[src/rtl/binary_game_core_if.sv]
// Signal bundle between the binary guessing game core and its board-level harness.
// Handshake: start is a one-cycle strobe sampled on every rising clk edge with no ready
// response (the core acts on it only in IDLE/OVER); all core outputs are registered and
// valid every cycle, and hit_p/timeout_p are one-cycle event strobes.
interface binary_game_core_if #(
    parameter int SW_W = 8,
    parameter int NDIG = 4
);
    logic            start;
    logic [SW_W-1:0] sw;
    logic [NDIG-1:0] an;
    logic [6:0]      seg;
    logic [SW_W-1:0] target;
    logic [7:0]      score;
    logic [1:0]      state;
    logic            hit_p;
    logic            timeout_p;

    modport master (
        output start, sw,
        input  an, seg, target, score, state, hit_p, timeout_p
    );

    modport slave (
        input  start, sw,
        output an, seg, target, score, state, hit_p, timeout_p
    );
endinterface

[src/rtl/binary_game_core.sv]
// Binary guessing game: match a pseudo-random target on the switches before the round
// timer expires; the round limit shrinks with score, and a scanned 7-segment display shows progress.
module binary_game_core #(
    parameter int          SW_W        = 8,
    parameter int          NDIG        = 4,
    parameter int          TICK_DIV    = 100000000,
    parameter int          ROUND_TICKS = 10,
    parameter int          STEP_TICKS  = 1,
    parameter int          MIN_TICKS   = 3,
    parameter int          HOLD_CYCLES = 3,
    parameter int          SCAN_DIV    = 100000,
    parameter logic [15:0] SEED        = 16'hACE1
) (
    input  logic               clk,
    input  logic               btnR,
    binary_game_core_if.slave  bus
);
    localparam logic [1:0] IDLE = 2'd0;
    localparam logic [1:0] PLAY = 2'd1;
    localparam logic [1:0] HIT  = 2'd2;
    localparam logic [1:0] OVER = 2'd3;

    localparam int TMAX = (ROUND_TICKS > MIN_TICKS) ? ROUND_TICKS : MIN_TICKS;
    localparam int TW   = $clog2(TMAX + 1);
    localparam int PW   = (TICK_DIV > 1) ? $clog2(TICK_DIV) : 1;
    localparam int MW   = $clog2(HOLD_CYCLES + 1);
    localparam int CW   = (SCAN_DIV > 1) ? $clog2(SCAN_DIV) : 1;
    localparam int IW   = (NDIG > 1) ? $clog2(NDIG) : 1;
    localparam int TNIB = SW_W / 4;

    localparam logic [6:0] SEG_DASH  = 7'b0111111;
    localparam logic [6:0] SEG_BLANK = 7'b1111111;

    logic [1:0]      state_q, state_d;
    logic [7:0]      score_q, score_d;
    logic [SW_W-1:0] target_q, target_d;
    logic [TW-1:0]   timer_q, timer_d;
    logic [MW-1:0]   match_q, match_d;
    logic [PW-1:0]   presc_q, presc_d;
    logic [CW-1:0]   scan_cnt_q, scan_cnt_d;
    logic [IW-1:0]   idx_q, idx_d;
    logic [15:0]     lfsr_q, lfsr_d;
    logic            hit_q, hit_d;
    logic            timeout_q, timeout_d;
    logic [NDIG-1:0] an_q, an_d;
    logic [6:0]      seg_q, seg_d;
    logic            tick;
    logic [31:0]     disp_val;
    logic [3:0]      disp_nib;
    logic            disp_on;

    // Round limit in ticks; the subtraction is guarded so a high score clamps instead of wrapping.
    function automatic logic [TW-1:0] limit_for(input logic [7:0] s);
        logic [31:0] dec;
        dec = 32'(s) * 32'(STEP_TICKS);
        if (ROUND_TICKS <= MIN_TICKS || dec >= 32'(ROUND_TICKS - MIN_TICKS))
            return TW'(MIN_TICKS);
        return TW'(32'(ROUND_TICKS) - dec);
    endfunction

    // A freshly loaded target never equals the current guess, so a round cannot be won for free.
    function automatic logic [SW_W-1:0] pick_target(input logic [15:0] l, input logic [SW_W-1:0] g);
        logic [SW_W-1:0] t;
        t = l[SW_W-1:0];
        if (t == g) t[0] = ~t[0];
        return t;
    endfunction

    function automatic logic [6:0] hex7(input logic [3:0] n);
        case (n)
            4'h0: hex7 = 7'b1000000;
            4'h1: hex7 = 7'b1111001;
            4'h2: hex7 = 7'b0100100;
            4'h3: hex7 = 7'b0110000;
            4'h4: hex7 = 7'b0011001;
            4'h5: hex7 = 7'b0010010;
            4'h6: hex7 = 7'b0000010;
            4'h7: hex7 = 7'b1111000;
            4'h8: hex7 = 7'b0000000;
            4'h9: hex7 = 7'b0010000;
            4'hA: hex7 = 7'b0001000;
            4'hB: hex7 = 7'b0000011;
            4'hC: hex7 = 7'b1000110;
            4'hD: hex7 = 7'b0100001;
            4'hE: hex7 = 7'b0000110;
            default: hex7 = 7'b0001110;
        endcase
    endfunction

    assign tick   = (presc_q == PW'(TICK_DIV - 1));
    assign lfsr_d = {1'b0, lfsr_q[15:1]} ^ (lfsr_q[0] ? 16'hB400 : 16'h0000);

    always_comb begin
        state_d   = state_q;
        score_d   = score_q;
        target_d  = target_q;
        timer_d   = timer_q;
        match_d   = match_q;
        presc_d   = presc_q;
        hit_d     = 1'b0;
        timeout_d = 1'b0;
        case (state_q)
            IDLE, OVER: begin
                if (bus.start) begin
                    state_d  = PLAY;
                    score_d  = 8'd0;
                    target_d = pick_target(lfsr_q, bus.sw);
                    timer_d  = limit_for(8'd0);
                    presc_d  = '0;
                    match_d  = '0;
                end
            end
            PLAY: begin
                match_d = (bus.sw == target_q) ? match_q + MW'(1) : '0;
                if (tick) begin
                    presc_d = '0;
                    timer_d = timer_q - TW'(1);
                end else begin
                    presc_d = presc_q + PW'(1);
                end
                // A hit on the same edge the timer expires takes precedence.
                if (match_d == MW'(HOLD_CYCLES)) begin
                    state_d = HIT;
                    hit_d   = 1'b1;
                end else if (tick && timer_q == TW'(1)) begin
                    state_d   = OVER;
                    timeout_d = 1'b1;
                end
            end
            default: begin
                score_d  = (score_q == 8'hFF) ? score_q : score_q + 8'd1;
                target_d = pick_target(lfsr_q, bus.sw);
                timer_d  = limit_for(score_d);
                presc_d  = '0;
                match_d  = '0;
                state_d  = PLAY;
            end
        endcase
    end

    // Display registers are driven from next-state values so the digits track the visible state.
    always_comb begin
        scan_cnt_d = scan_cnt_q + CW'(1);
        idx_d      = idx_q;
        if (scan_cnt_q == CW'(SCAN_DIV - 1)) begin
            scan_cnt_d = '0;
            idx_d      = (idx_q == IW'(NDIG - 1)) ? '0 : idx_q + IW'(1);
        end
        disp_val = 32'(target_d);
        disp_on  = (32'(idx_d) < 32'(TNIB));
        if (state_d == OVER) begin
            disp_val = 32'(score_d);
            disp_on  = (32'(idx_d) < 32'd2);
        end
        disp_nib = disp_val[{idx_d, 2'b00} +: 4];
        seg_d    = disp_on ? hex7(disp_nib) : SEG_BLANK;
        if (state_d == IDLE) seg_d = SEG_DASH;
        an_d = ~(NDIG'(1) << idx_d);
    end

    always_ff @(posedge clk) begin
        if (btnR) begin
            state_q    <= IDLE;
            score_q    <= 8'd0;
            target_q   <= '0;
            timer_q    <= '0;
            match_q    <= '0;
            presc_q    <= '0;
            scan_cnt_q <= '0;
            idx_q      <= '0;
            lfsr_q     <= SEED;
            hit_q      <= 1'b0;
            timeout_q  <= 1'b0;
            an_q       <= ~NDIG'(1);
            seg_q      <= SEG_DASH;
        end else begin
            state_q    <= state_d;
            score_q    <= score_d;
            target_q   <= target_d;
            timer_q    <= timer_d;
            match_q    <= match_d;
            presc_q    <= presc_d;
            scan_cnt_q <= scan_cnt_d;
            idx_q      <= idx_d;
            lfsr_q     <= lfsr_d;
            hit_q      <= hit_d;
            timeout_q  <= timeout_d;
            an_q       <= an_d;
            seg_q      <= seg_d;
        end
    end

    assign bus.state     = state_q;
    assign bus.score     = score_q;
    assign bus.target    = target_q;
    assign bus.hit_p     = hit_q;
    assign bus.timeout_p = timeout_q;
    assign bus.an        = an_q;
    assign bus.seg       = seg_q;
endmodule

[src/flat_wrapper.sv]
// flat-port wrapper written by rule: the top's interface ports become plain ports
module binary_game_core_flat 
#(
    parameter int          SW_W        = 8,
    parameter int          NDIG        = 4,
    parameter int          TICK_DIV    = 100000000,
    parameter int          ROUND_TICKS = 10,
    parameter int          STEP_TICKS  = 1,
    parameter int          MIN_TICKS   = 3,
    parameter int          HOLD_CYCLES = 3,
    parameter int          SCAN_DIV    = 100000,
    parameter logic [15:0] SEED        = 16'hACE1
)
  (clk, btnR, bus_start, bus_sw, bus_an, bus_seg, bus_target, bus_score, bus_state, bus_hit_p, bus_timeout_p);
  binary_game_core_if #(.SW_W(SW_W), .NDIG(NDIG)) bus_i ();
  input  logic clk;
  input  logic btnR;
  input wire logic [$bits(bus_i.start)-1:0] bus_start;
  input wire logic [$bits(bus_i.sw)-1:0] bus_sw;
  output wire logic [$bits(bus_i.an)-1:0] bus_an;
  output wire logic [$bits(bus_i.seg)-1:0] bus_seg;
  output wire logic [$bits(bus_i.target)-1:0] bus_target;
  output wire logic [$bits(bus_i.score)-1:0] bus_score;
  output wire logic [$bits(bus_i.state)-1:0] bus_state;
  output wire logic [$bits(bus_i.hit_p)-1:0] bus_hit_p;
  output wire logic [$bits(bus_i.timeout_p)-1:0] bus_timeout_p;
  assign bus_i.start = bus_start;
  assign bus_i.sw = bus_sw;
  assign bus_an = bus_i.an;
  assign bus_seg = bus_i.seg;
  assign bus_target = bus_i.target;
  assign bus_score = bus_i.score;
  assign bus_state = bus_i.state;
  assign bus_hit_p = bus_i.hit_p;
  assign bus_timeout_p = bus_i.timeout_p;
  binary_game_core #(.SW_W(SW_W), .NDIG(NDIG), .TICK_DIV(TICK_DIV), .ROUND_TICKS(ROUND_TICKS), .STEP_TICKS(STEP_TICKS), .MIN_TICKS(MIN_TICKS), .HOLD_CYCLES(HOLD_CYCLES), .SCAN_DIV(SCAN_DIV), .SEED(SEED)) u_core (.clk(clk), .btnR(btnR), .bus(bus_i));
endmodule
[config.mk]
export PLATFORM = sky130hd
export DESIGN_NAME = binary_game_core_flat
export DESIGN_NICKNAME = d
export VERILOG_FILES = /design/src/rtl/binary_game_core_if.sv /design/src/rtl/binary_game_core.sv /design/src/flat_wrapper.sv
export SDC_FILE = /design/constraint.sdc
export NUM_CORES = 1
export LEC_CHECK = 0
export CAP_MARGIN = 10
export CORE_ASPECT_RATIO = 1.4
export CORE_MARGIN = 3
export CORE_UTILIZATION = 52
export CTS_CLUSTER_SIZE = 24
export DETAILED_ROUTE_END_ITERATION = 8
export PLACE_DENSITY_LB_ADDON = 0.25
export SLEW_MARGIN = 10
export SYNTH_ARGS = -nofsm -noshare
export SYNTH_HDL_FRONTEND = slang
export SYNTH_SLANG_ARGS = --single-unit
[constraint.sdc]
create_clock -name clk -period 3.3 [get_ports clk]
set_input_delay 0.33 -clock clk [delete_from_list [all_inputs] [get_ports clk]]
set_output_delay 0.33 -clock clk [all_outputs]
set_load 0.05 [all_outputs]
==> results of run 1 <==
-- synth_stat cells, types with 2 or more instances --
| cell | number | area, um2 |
|---|---|---|
| or2_2 | 8 | 50.1 |
| o22ai_1 | 3 | 18.8 |
| ha_1 | 14 | 175 |
| and4_1 | 9 | 78.8 |
| nand4_1 | 19 | 119 |
| or3_1 | 8 | 50.1 |
| buf_2 | 2 | 10.0 |
| mux2i_1 | 3 | 30.0 |
| a22oi_1 | 10 | 75.1 |
| nor3_1 | 13 | 65.1 |
| nor3b_1 | 4 | 30.0 |
| and2_1 | 4 | 25.0 |
| xnor2_1 | 25 | 219 |
| buf_1 | 2 | 7.51 |
| a211oi_1 | 5 | 37.5 |
| inv_1 | 14 | 52.6 |
| and4bb_1 | 2 | 25.0 |
| o21ai_0 | 16 | 80.1 |
| a21oi_1 | 24 | 120 |
| o31ai_1 | 4 | 30.0 |
| o211ai_2 | 2 | 25.0 |
| clkbuf_1 | 15 | 56.3 |
| mux2_2 | 4 | 45.0 |
| and3_1 | 6 | 37.5 |
| xor2_1 | 34 | 298 |
| o211ai_1 | 4 | 30.0 |
| nor4b_1 | 2 | 17.5 |
| mux2_4 | 2 | 30.0 |
| o221ai_1 | 2 | 17.5 |
| a31oi_1 | 3 | 18.8 |
| dfxtp_1 | 99 | 1980 |
| nor2_1 | 83 | 312 |
| nand2b_1 | 8 | 50.1 |
| nand2_1 | 45 | 169 |
| o21a_1 | 3 | 22.5 |
| nand3_1 | 25 | 125 |
| nor4_1 | 3 | 18.8 |
| nor2b_1 | 12 | 75.1 |
-- cells in the final DEF (no fill, tap or decap), drive strengths merged, types with 16 or more instances in the layout --
master,instances
xor2,34
buf,49
nand3,25
nand2,45
xnor2,25
nand4,20
inv,17
clkdlybuf4s50,40
dfxtp,99
nor2,85
o21ai,16
a21oi,25
-- metal layers --
layer  vias up  routed length, um
met5         -                  0
met4         0                320
met3        23                437
met2        81               6370
met1      2082               5010
li1       2217                  -
-- worst max-delay path, stage by stage, from the launching register on --
cell and delay [ps]:
dfxtp_1 350, ha_2 210, and4_1 230, and4_2 270
mux2_4 350, or3_1 400, mux2_2 280, nand2_1 80
inv_1 60, ha_1 210, or3_4 400, o211ai_2 90
o211ai_2 100
-- cell type report --
class                           count  area share
Multi-Input combinational cell    444       0.474
Tap cell                          107      0.0216
Sequential cell                    99       0.323
Clock inverter                      6     0.00849
Inverter                           14     0.00849
Timing Repair Buffer               89       0.124
Clock buffer                       10      0.0404
-- worst paths after layout --
path	from	endpoint
hold / removal	u_core.lfsr_q[12]	u_core.lfsr_q[11]
setup / recovery	u_core.scan_cnt_q[1]	u_core.bus.seg[3]
setup reg to reg	u_core.scan_cnt_q[1]	u_core.bus.seg[3]
hold reg to reg	u_core.lfsr_q[12]	u_core.lfsr_q[11]
-- flip-flops by register name, indices dropped and copies added (netlist names), 4 cells and up --
signal,cells
u_core.lfsr_q,16
u_core.bus.target,8
u_core.scan_cnt_q,17
u_core.bus.an,4
u_core.timer_q,4
u_core.presc_q,27
u_core.bus.score,8
u_core.bus.seg,7
-- cell families after synthesis --
family                   after synthesis  synth area share
buffers and inverters                 34            0.0262
multiplexers                           9            0.0210
AO/OA/AOI/OAI                         97             0.140
AND/OR/NAND/NOR                      265             0.279
adder cells (fa/ha/maj)               14            0.0350
XOR/XNOR                              59             0.103
flip-flops                            99             0.396
-- metrics by stage --
step,TNS (ps),hold WS (ps)
4_1_cts,0,416
6_report,0,414
3_3_place_gp,-339,405
5_1_grt,0,434
3_5_place_dp,-594,396
2_1_floorplan,0,389
-- power by group through the flow --
stage / Combinational, uW / Sequential [uW] / Clock, uW
6_report: 350 / 1260 / 1050
5_1_grt: 378 / 1260 / 1110
4_1_cts: 347 / 1260 / 1080
3_5_place_dp: 345 / 1280 / 0
3_3_place_gp: 340 / 1280 / 0
2_1_floorplan: 171 / 1330 / 0
==> flow_summary.toml, run 1 <==
[floorplanning]
rows = 41
die_width_um = 88.9
fp.dieArea_um2 = 10900
ioPinCount = 42
start_util = 0.545
die_y_um = 122
coreArea_um2 = 9180

[run]
drv_cap = 0

[power]
finalPower_uw = 2660
p_sw_frac = 0.269
p_sw_uw = 716
vdd_ir_drop_max_uv = 242
p_per_area_nw_per_um2 = 430
p_int_uw = 1940
p_seq_frac = 0.473
p_leak_uw = 0.00228
combPwrFrac = 0.131
clkPwrFrac = 0.396

[detailed_routing]
drc = 0
drt_iter0_markers = 206
vias = 4403
wire_per_inst_um = 15.8
vias_per_cell = 5.73
antenna_left = 0
drtPass1Iterations = 4
wirelength_mm = 12.1

[placed_design]
placed_cell_area_um2 = 5850
dp_hpwl_mm = 9.08
place_ws_ps = -188
routabilityCongestion = 0.942
placedCellCount = 753
io_buffers = 41

[layout]
diodes = 0
syn2layout_area_growth_pct = 23.6
regArea_um2 = 2000
multi_input_area_um2 = 2930
fin_nets = 682
stdcell_count = 769
fill_cells = 753
drive_gt1_frac = 0.177
final_area_um2 = 6190
final_util = 0.674

[clock_network]
cts_buffer_depth = 2
clk_pin_slew_worst_paths_ps = 70
postCtsSetupRepairBufs = 0
cts_max_level = 3
cts-resized-gates = 0
clk_latency_ps = 350
cts_tree = "yes"
cts_root_buf = "clkbuf_16"
cts_hold_buf = 0
clkSinkCount = 99
numCtsBuffers = 9

[global_route]
grt_use_met1 = 0.263
grt_pass1_vias = 4482
grt_use_met3 = 0.0460
grt_max_degree = 34
grt_overflow = 0
grtUsageMet2 = 0.425
grt_pass1_wl_mm = 20.4
antenna_found_initial = 0
gr-usage-all-layers = 0.236
top_usage_layer = "met2"

[yosys]
netlist_area_um2 = 5010
ys_types = 74
synth_seq_area_share = 0.396
ys_warn_count = 0
syn_area_per_cell_um2 = 8.68
async_reset_ff_frac = 0
synth_edf_count = 0
synth-seq-cells = 99
synth.net_count = 602
synthCells = 577
synth_ff_type = "dfxtp_1"

[worst_setup_path]
startpoint_type = "register"
arrival_ps = 3370
endpoint_kind = "register"
criticalPathCategory = "reg -> reg"
crit_path_max_fanout = 8
r2r_setup_slack_ps = 150
critPathRequiredTime_ps = 3520
reg2regPathDepth = 12

[timing]
finClkSkew_ps = 6.23
period_needed_ps = 3150
drv_slew = 0
worst_pin_slew_ps = 755
rsz0062_at_grt = "false"
post-route-period-util = 0.955
max_clock_freq_mhz = 317
relSlewSlack = 0.496
fin_ws_ps = 148
hold_violations = 0
setup_viol = 0

[hold_path]
hold_depth = 1
holdCritPathClass = "reg -> reg"

[run_status]
outcome = "complete, no violations"
No activity file was read; power rests on OpenSTA's default activity.
==> run 2: changes to the inputs <==
PLACE_DENSITY = 0.77   (was unset)
PLACE_DENSITY_LB_ADDON = unset   (was 0.25)
==> run 2 against run 1 <==
Against the previous run: final cell count grew 0.52%; non-clock buffer count is 4 higher; clock-buffer cell count stayed put; sequential share of layout area decreased by 0.23 points; register-to-register slack worse by 40 ps; wire length up 3.3%; clock skew increased by 1.4 ps; sequential cell count is the same; maximum frequency shrank 1.4%; core utilization grew 0.52 points; critical path type unchanged; largest power group unchanged.
==> flow_summary.toml, run 2 (synthesized netlist as in run 1, its figures left out) <==
[global_route]
grt_pass1_vias = 4615
grt_max_degree = 37
gr-usage-all-layers = 0.245
grt_pass1_wl_mm = 21.0
grt_overflow = 0
antenna_found_initial = 0

[timing]
setup_viol = 0
relSlewSlack = 0.473
fin_ws_ps = 104
period_needed_ps = 3200
finClkSkew_ps = 7.61
drv_slew = 0
post-route-period-util = 0.968
max_clock_freq_mhz = 313
hold_violations = 0
worst_pin_slew_ps = 790
fin_setup_tns_ps = 0
whs_ps = 417

[clock_network]
clkSinkCount = 99
cts_buffer_depth = 2
cts_root_buf = "clkbuf_16"
cts_max_level = 3
clk_pin_slew_worst_paths_ps = 70
cts_hold_buf = 0
cts_tree = "yes"
clk_latency_ps = 350
postCtsSetupRepairBufs = 0
numCtsBuffers = 9

[detailed_routing]
wire_per_inst_um = 16.2
wirelength_mm = 12.5
drc = 0
antenna_left = 0
vias = 4561
vias_per_cell = 5.90
drtPass1Iterations = 5
drt_iter0_markers = 198

[power]
p_int_uw = 1990
clkPwrFrac = 0.403
combPwrFrac = 0.131
p_sw_frac = 0.263
p_sw_uw = 710
vdd_ir_drop_max_uv = 272
p_seq_frac = 0.466
p_leak_uw = 0.00231
p_per_area_nw_per_um2 = 433

[worst_setup_path]
critPathRequiredTime_ps = 3520
endpoint_kind = "register"
arrival_ps = 3420
criticalPathCategory = "reg -> reg"
crit_path_max_fanout = 8
startpoint_type = "register"

[floorplanning]
fp.dieArea_um2 = 10900
coreArea_um2 = 9180
die_width_um = 88.9
rows = 41
start_util = 0.545
die_y_um = 122
ioPinCount = 42

[run_status]
outcome = "complete, no violations"

[layout]
drive_gt1_frac = 0.183
regArea_um2 = 2000
multi_input_area_um2 = 2950
top_register = "u_core.presc_q"
fill_cells = 776
final_util = 0.679
diodes = 0
final_cell_mix = "dfxtp_1, nor2_1, buf_4, nand2_1, clkdlybuf4s50_1"
final_common_cell = "dfxtp_1"
syn2layout_area_growth_pct = 24.5
largest_register_ffs = 27
reg_top3 = "u_core.presc_q (27), u_core.scan_cnt_q (17), u_core.lfsr_q (16)"
fin_nets = 686

[placed_design]
io_buffers = 41
place_ws_ps = -249
routabilityCongestion = 0.923
dp_hpwl_mm = 9.38

[hold_path]
holdCritPathClass = "reg -> reg"

[run]
drv_cap = 0
## run 2: cell count changes in the layout (fill, tap and decap cells not counted), sizes merged
cell and delta:
bufinv +1, clkinv -1, buf +4
## run 2: repair_timing
item	in CTS	in global routing
gates cloned	0	0
resized for setup	1	12
setup endpoints to repair	5	6
pin swaps	0	4
## run 2: cell type report
cell class,count,area share
multi-input combinational,444,0.472
sequential,99,0.321
timing repair buffer,93,0.128
clock buffer,10,0.0383
tap,107,0.0215
clock inverter,6,0.0110
inverter,14,0.00843
## run 2: stage by stage
stage	power (uW)	instance area, um2	instances
detailed placement	1640	5880	757
global placement	1630	5880	757
global route	2800	6230	773
finish	2700	6230	773
CTS	2710	6190	773
floorplan	1500	5030	577
## run 2: path summary, 6_finish.rpt
check / from / end / slack (ps) / cells past startpoint
max: u_core.scan_cnt_q[1] / u_core.bus.seg[5] / 100 / 12
min reg2reg: u_core.lfsr_q[12] / u_core.lfsr_q[11] / 420 / 1
max reg2reg: u_core.scan_cnt_q[1] / u_core.bus.seg[5] / 100 / 12
min: u_core.lfsr_q[12] / u_core.lfsr_q[11] / 420 / 1
## run 2: worst max-delay path, cell delays in order, from the launching register on
cell,delay [ps]
dfxtp_1,370
ha_2,220
and4_1,230
and4_4,260
mux2_4,350
or3_1,410
mux2_2,290
nand2_1,90
inv_1,70
ha_1,210
or3_4,400
nand2_1,100
o221ai_2,90
## run 2: power groups by stage
stage,Clock (uW),Combinational [uW],Sequential [uW]
final,1090,355,1260
after global routing,1150,384,1260
after detailed placement,0,351,1280
after CTS,1100,353,1260
after floorplan,0,171,1330
after global placement,0,343,1280
## run 2: per-layer routing
metal	share of wire	GRT usage	vias up	wire, um
met1	0.39	0.265	2184	4860
met4	0.028	0.118	0	352
met5	0	0	-	0
li1	-	-	2219	-
met2	0.54	0.441	119	6810
met3	0.041	0.0514	39	520
==> run 3: changes to the inputs <==
PLACE_DENSITY = 0.86   (was 0.77)
==> run 3 against run 2 <==
Against the previous run: wire length up 2.6%; worst setup slack better by 47 ps; clock-buffer cell count unchanged; design area down 0.56%; first-iteration DRC count up 100%; hold slack worse by 160 ps; largest cell class unchanged.
==> flow_summary.toml, run 3 (synthesized netlist as in run 1, its figures left out) <==
[run_status]
outcome = "complete, no violations"

[placed_design]
routabilityCongestion = 0.928
io_buffers = 41
place_ws_ps = -249
dp_hpwl_mm = 9.16

[power]
p_sw_frac = 0.274
p_sw_uw = 722
finalPower_uw = 2640
p_per_area_nw_per_um2 = 426
p_int_uw = 1920
p_seq_frac = 0.477
p_leak_uw = 0.00228
combPwrFrac = 0.135
vdd_ir_drop_max_uv = 340
clkPwrFrac = 0.388

[clock_network]
cts_max_level = 3
clkSinkCount = 99
clk_pin_slew_worst_paths_ps = 70
numCtsBuffers = 9
cts_tree = "yes"
cts_buffer_depth = 2
clk_latency_ps = 340
cts_root_buf = "clkbuf_16"

[timing]
whs_ps = 256
period_needed_ps = 3150
fin_ws_ps = 151
max_clock_freq_mhz = 318
fin_setup_tns_ps = 0
setup_viol = 0
hold_violations = 0
finClkSkew_ps = 5.89
post-route-period-util = 0.954
relSlewSlack = 0.454
drv_slew = 0
worst_pin_slew_ps = 819

[layout]
syn2layout_area_growth_pct = 23.8
final_common_cell = "dfxtp_1"
reg_top3 = "u_core.presc_q (27), u_core.scan_cnt_q (17), u_core.lfsr_q (16)"
drive_gt1_frac = 0.189
top_register = "u_core.presc_q"
diodes = 0
final_cell_mix = "dfxtp_1, nor2_1, buf_4, nand2_1, clkdlybuf4s50_1"
fin_nets = 680
largest_register_ffs = 27
fill_cells = 686

[global_route]
grt_pass1_vias = 4563
grt_pass1_wl_mm = 21.1
antenna_found_initial = 0
grt_overflow = 0
grt_max_degree = 32
gr-usage-all-layers = 0.246

[worst_setup_path]
crit_start = "bus_sw[2]"
critPathTopFamily = "simple AND/OR/NAND/NOR gates"
r2r-end = "u_core.bus.seg[3]"
criticalPathCategory = "in -> reg"
crit_end = "u_core.bus.seg[3]"
cp_cell_sequence = "clkdlybuf4s50_1 > xnor2_1 > nand4_1 > or4_1 > and2_1 > nor2_2 > buf_4 > mux2_2 > ha_1 > or3_4 > o211ai_2 > o211ai_2"
startpoint_type = "input port"
r2r_start = "u_core.scan_cnt_q[0]"
r2r_setup_slack_ps = 160
cp_slowest_cell = "or4_1"
crit_path_max_fanout = 3
arrival_ps = 3370
cpMostUsedCell = "o211ai_2"
crit_buf_inv = 2
worstSetupPathDepth = 12
slowest_delay_ps = 570
reg2regPathDepth = 12
endpoint_kind = "register"
critPathRequiredTime_ps = 3520

[detailed_routing]
vias_per_cell = 6.01
drtPass1Iterations = 5
wirelength_mm = 12.9
drt_iter0_markers = 398
drc = 0
wire_per_inst_um = 16.8
antenna_left = 0
vias = 4609

[floorplanning]
fp.dieArea_um2 = 10900
start_util = 0.545
die_width_um = 88.9
coreArea_um2 = 9180
ioPinCount = 42
die_y_um = 122
rows = 41

[run]
drv_cap = 0

[hold_path]
holdCritPathClass = "in -> reg"
## run 3: cell count changes in the layout (fill, tap and decap cells not counted), moves of 2 or more
cell	delta
nor3_1	-2
and4_1	-2
buf_4	-6
nand2_1	-2
nand2_2	+2
nor3_2	+2
## run 3: worst min-delay path by stage
stage	end	slack, ps	startpoint	depth (start not counted)
global placement	u_core.lfsr_q[11]	400	u_core.lfsr_q[12]	1
detailed placement	u_core.lfsr_q[11]	420	u_core.lfsr_q[12]	1
global route	u_core.scan_cnt_q[2]	260	btnR	2
finish	u_core.scan_cnt_q[2]	260	btnR	2
CTS	u_core.scan_cnt_q[2]	250	btnR	2
floorplan	u_core.lfsr_q[11]	390	u_core.lfsr_q[12]	1
## run 3: power groups by stage
| stage | clock, uW | combinational [uW] | sequential, uW |
|---|---|---|---|
| 6_report | 1020 | 356 | 1260 |
| 5_1_grt | 1090 | 383 | 1260 |
| 4_1_cts | 1040 | 346 | 1260 |
| 3_5_place_dp | 0 | 341 | 1280 |
| 3_3_place_gp | 0 | 331 | 1280 |
| 2_1_floorplan | 0 | 171 | 1330 |
## run 3: final cells by class
type	instances	area (um2)	area share
Sequential cell	99	2000	0.323
Inverter	14	52.6	0.00848
Tap cell	107	134	0.0216
Clock buffer	10	239	0.0385
Clock inverter	6	57.6	0.00928
Multi-Input combinational cell	444	2960	0.478
Timing Repair Buffer	87	753	0.121
## run 3: worst register-to-register path, stage by stage (launching register included)
cell,delay (ps)
dfxtp_2,350
ha_2,210
and4_4,230
and4_4,250
mux2_4,350
or3_1,390
mux2_2,290
nand2_2,80
inv_1,60
ha_1,210
or3_4,400
o211ai_2,100
o211ai_2,110
## run 3: through the flow
stage | instance area, um2 | std cells | util
3_3_place_gp | 5830 | 750 | 0.634
2_1_floorplan | 5030 | 577 | -
3_5_place_dp | 5830 | 750 | 0.634
6_report | 6200 | 767 | 0.675
4_1_cts | 6120 | 766 | 0.667
5_1_grt | 6200 | 767 | 0.675
## run 3: what timing repair did
action,4_1_cts,5_1_grt
setup buffers,0,1
resized for setup,0,22
hold buffers,0,0
endpoints found under the setup margin,0,6
## run 3: metal layers
metal / global-route usage / part of all wire / up-vias
met4: 0.100 / 0.028 / 0
met2: 0.437 / 0.52 / 147
met5: 0 / 0 / -
met1: 0.284 / 0.41 / 2220
li1: - / - / 2210
met3: 0.0460 / 0.042 / 32
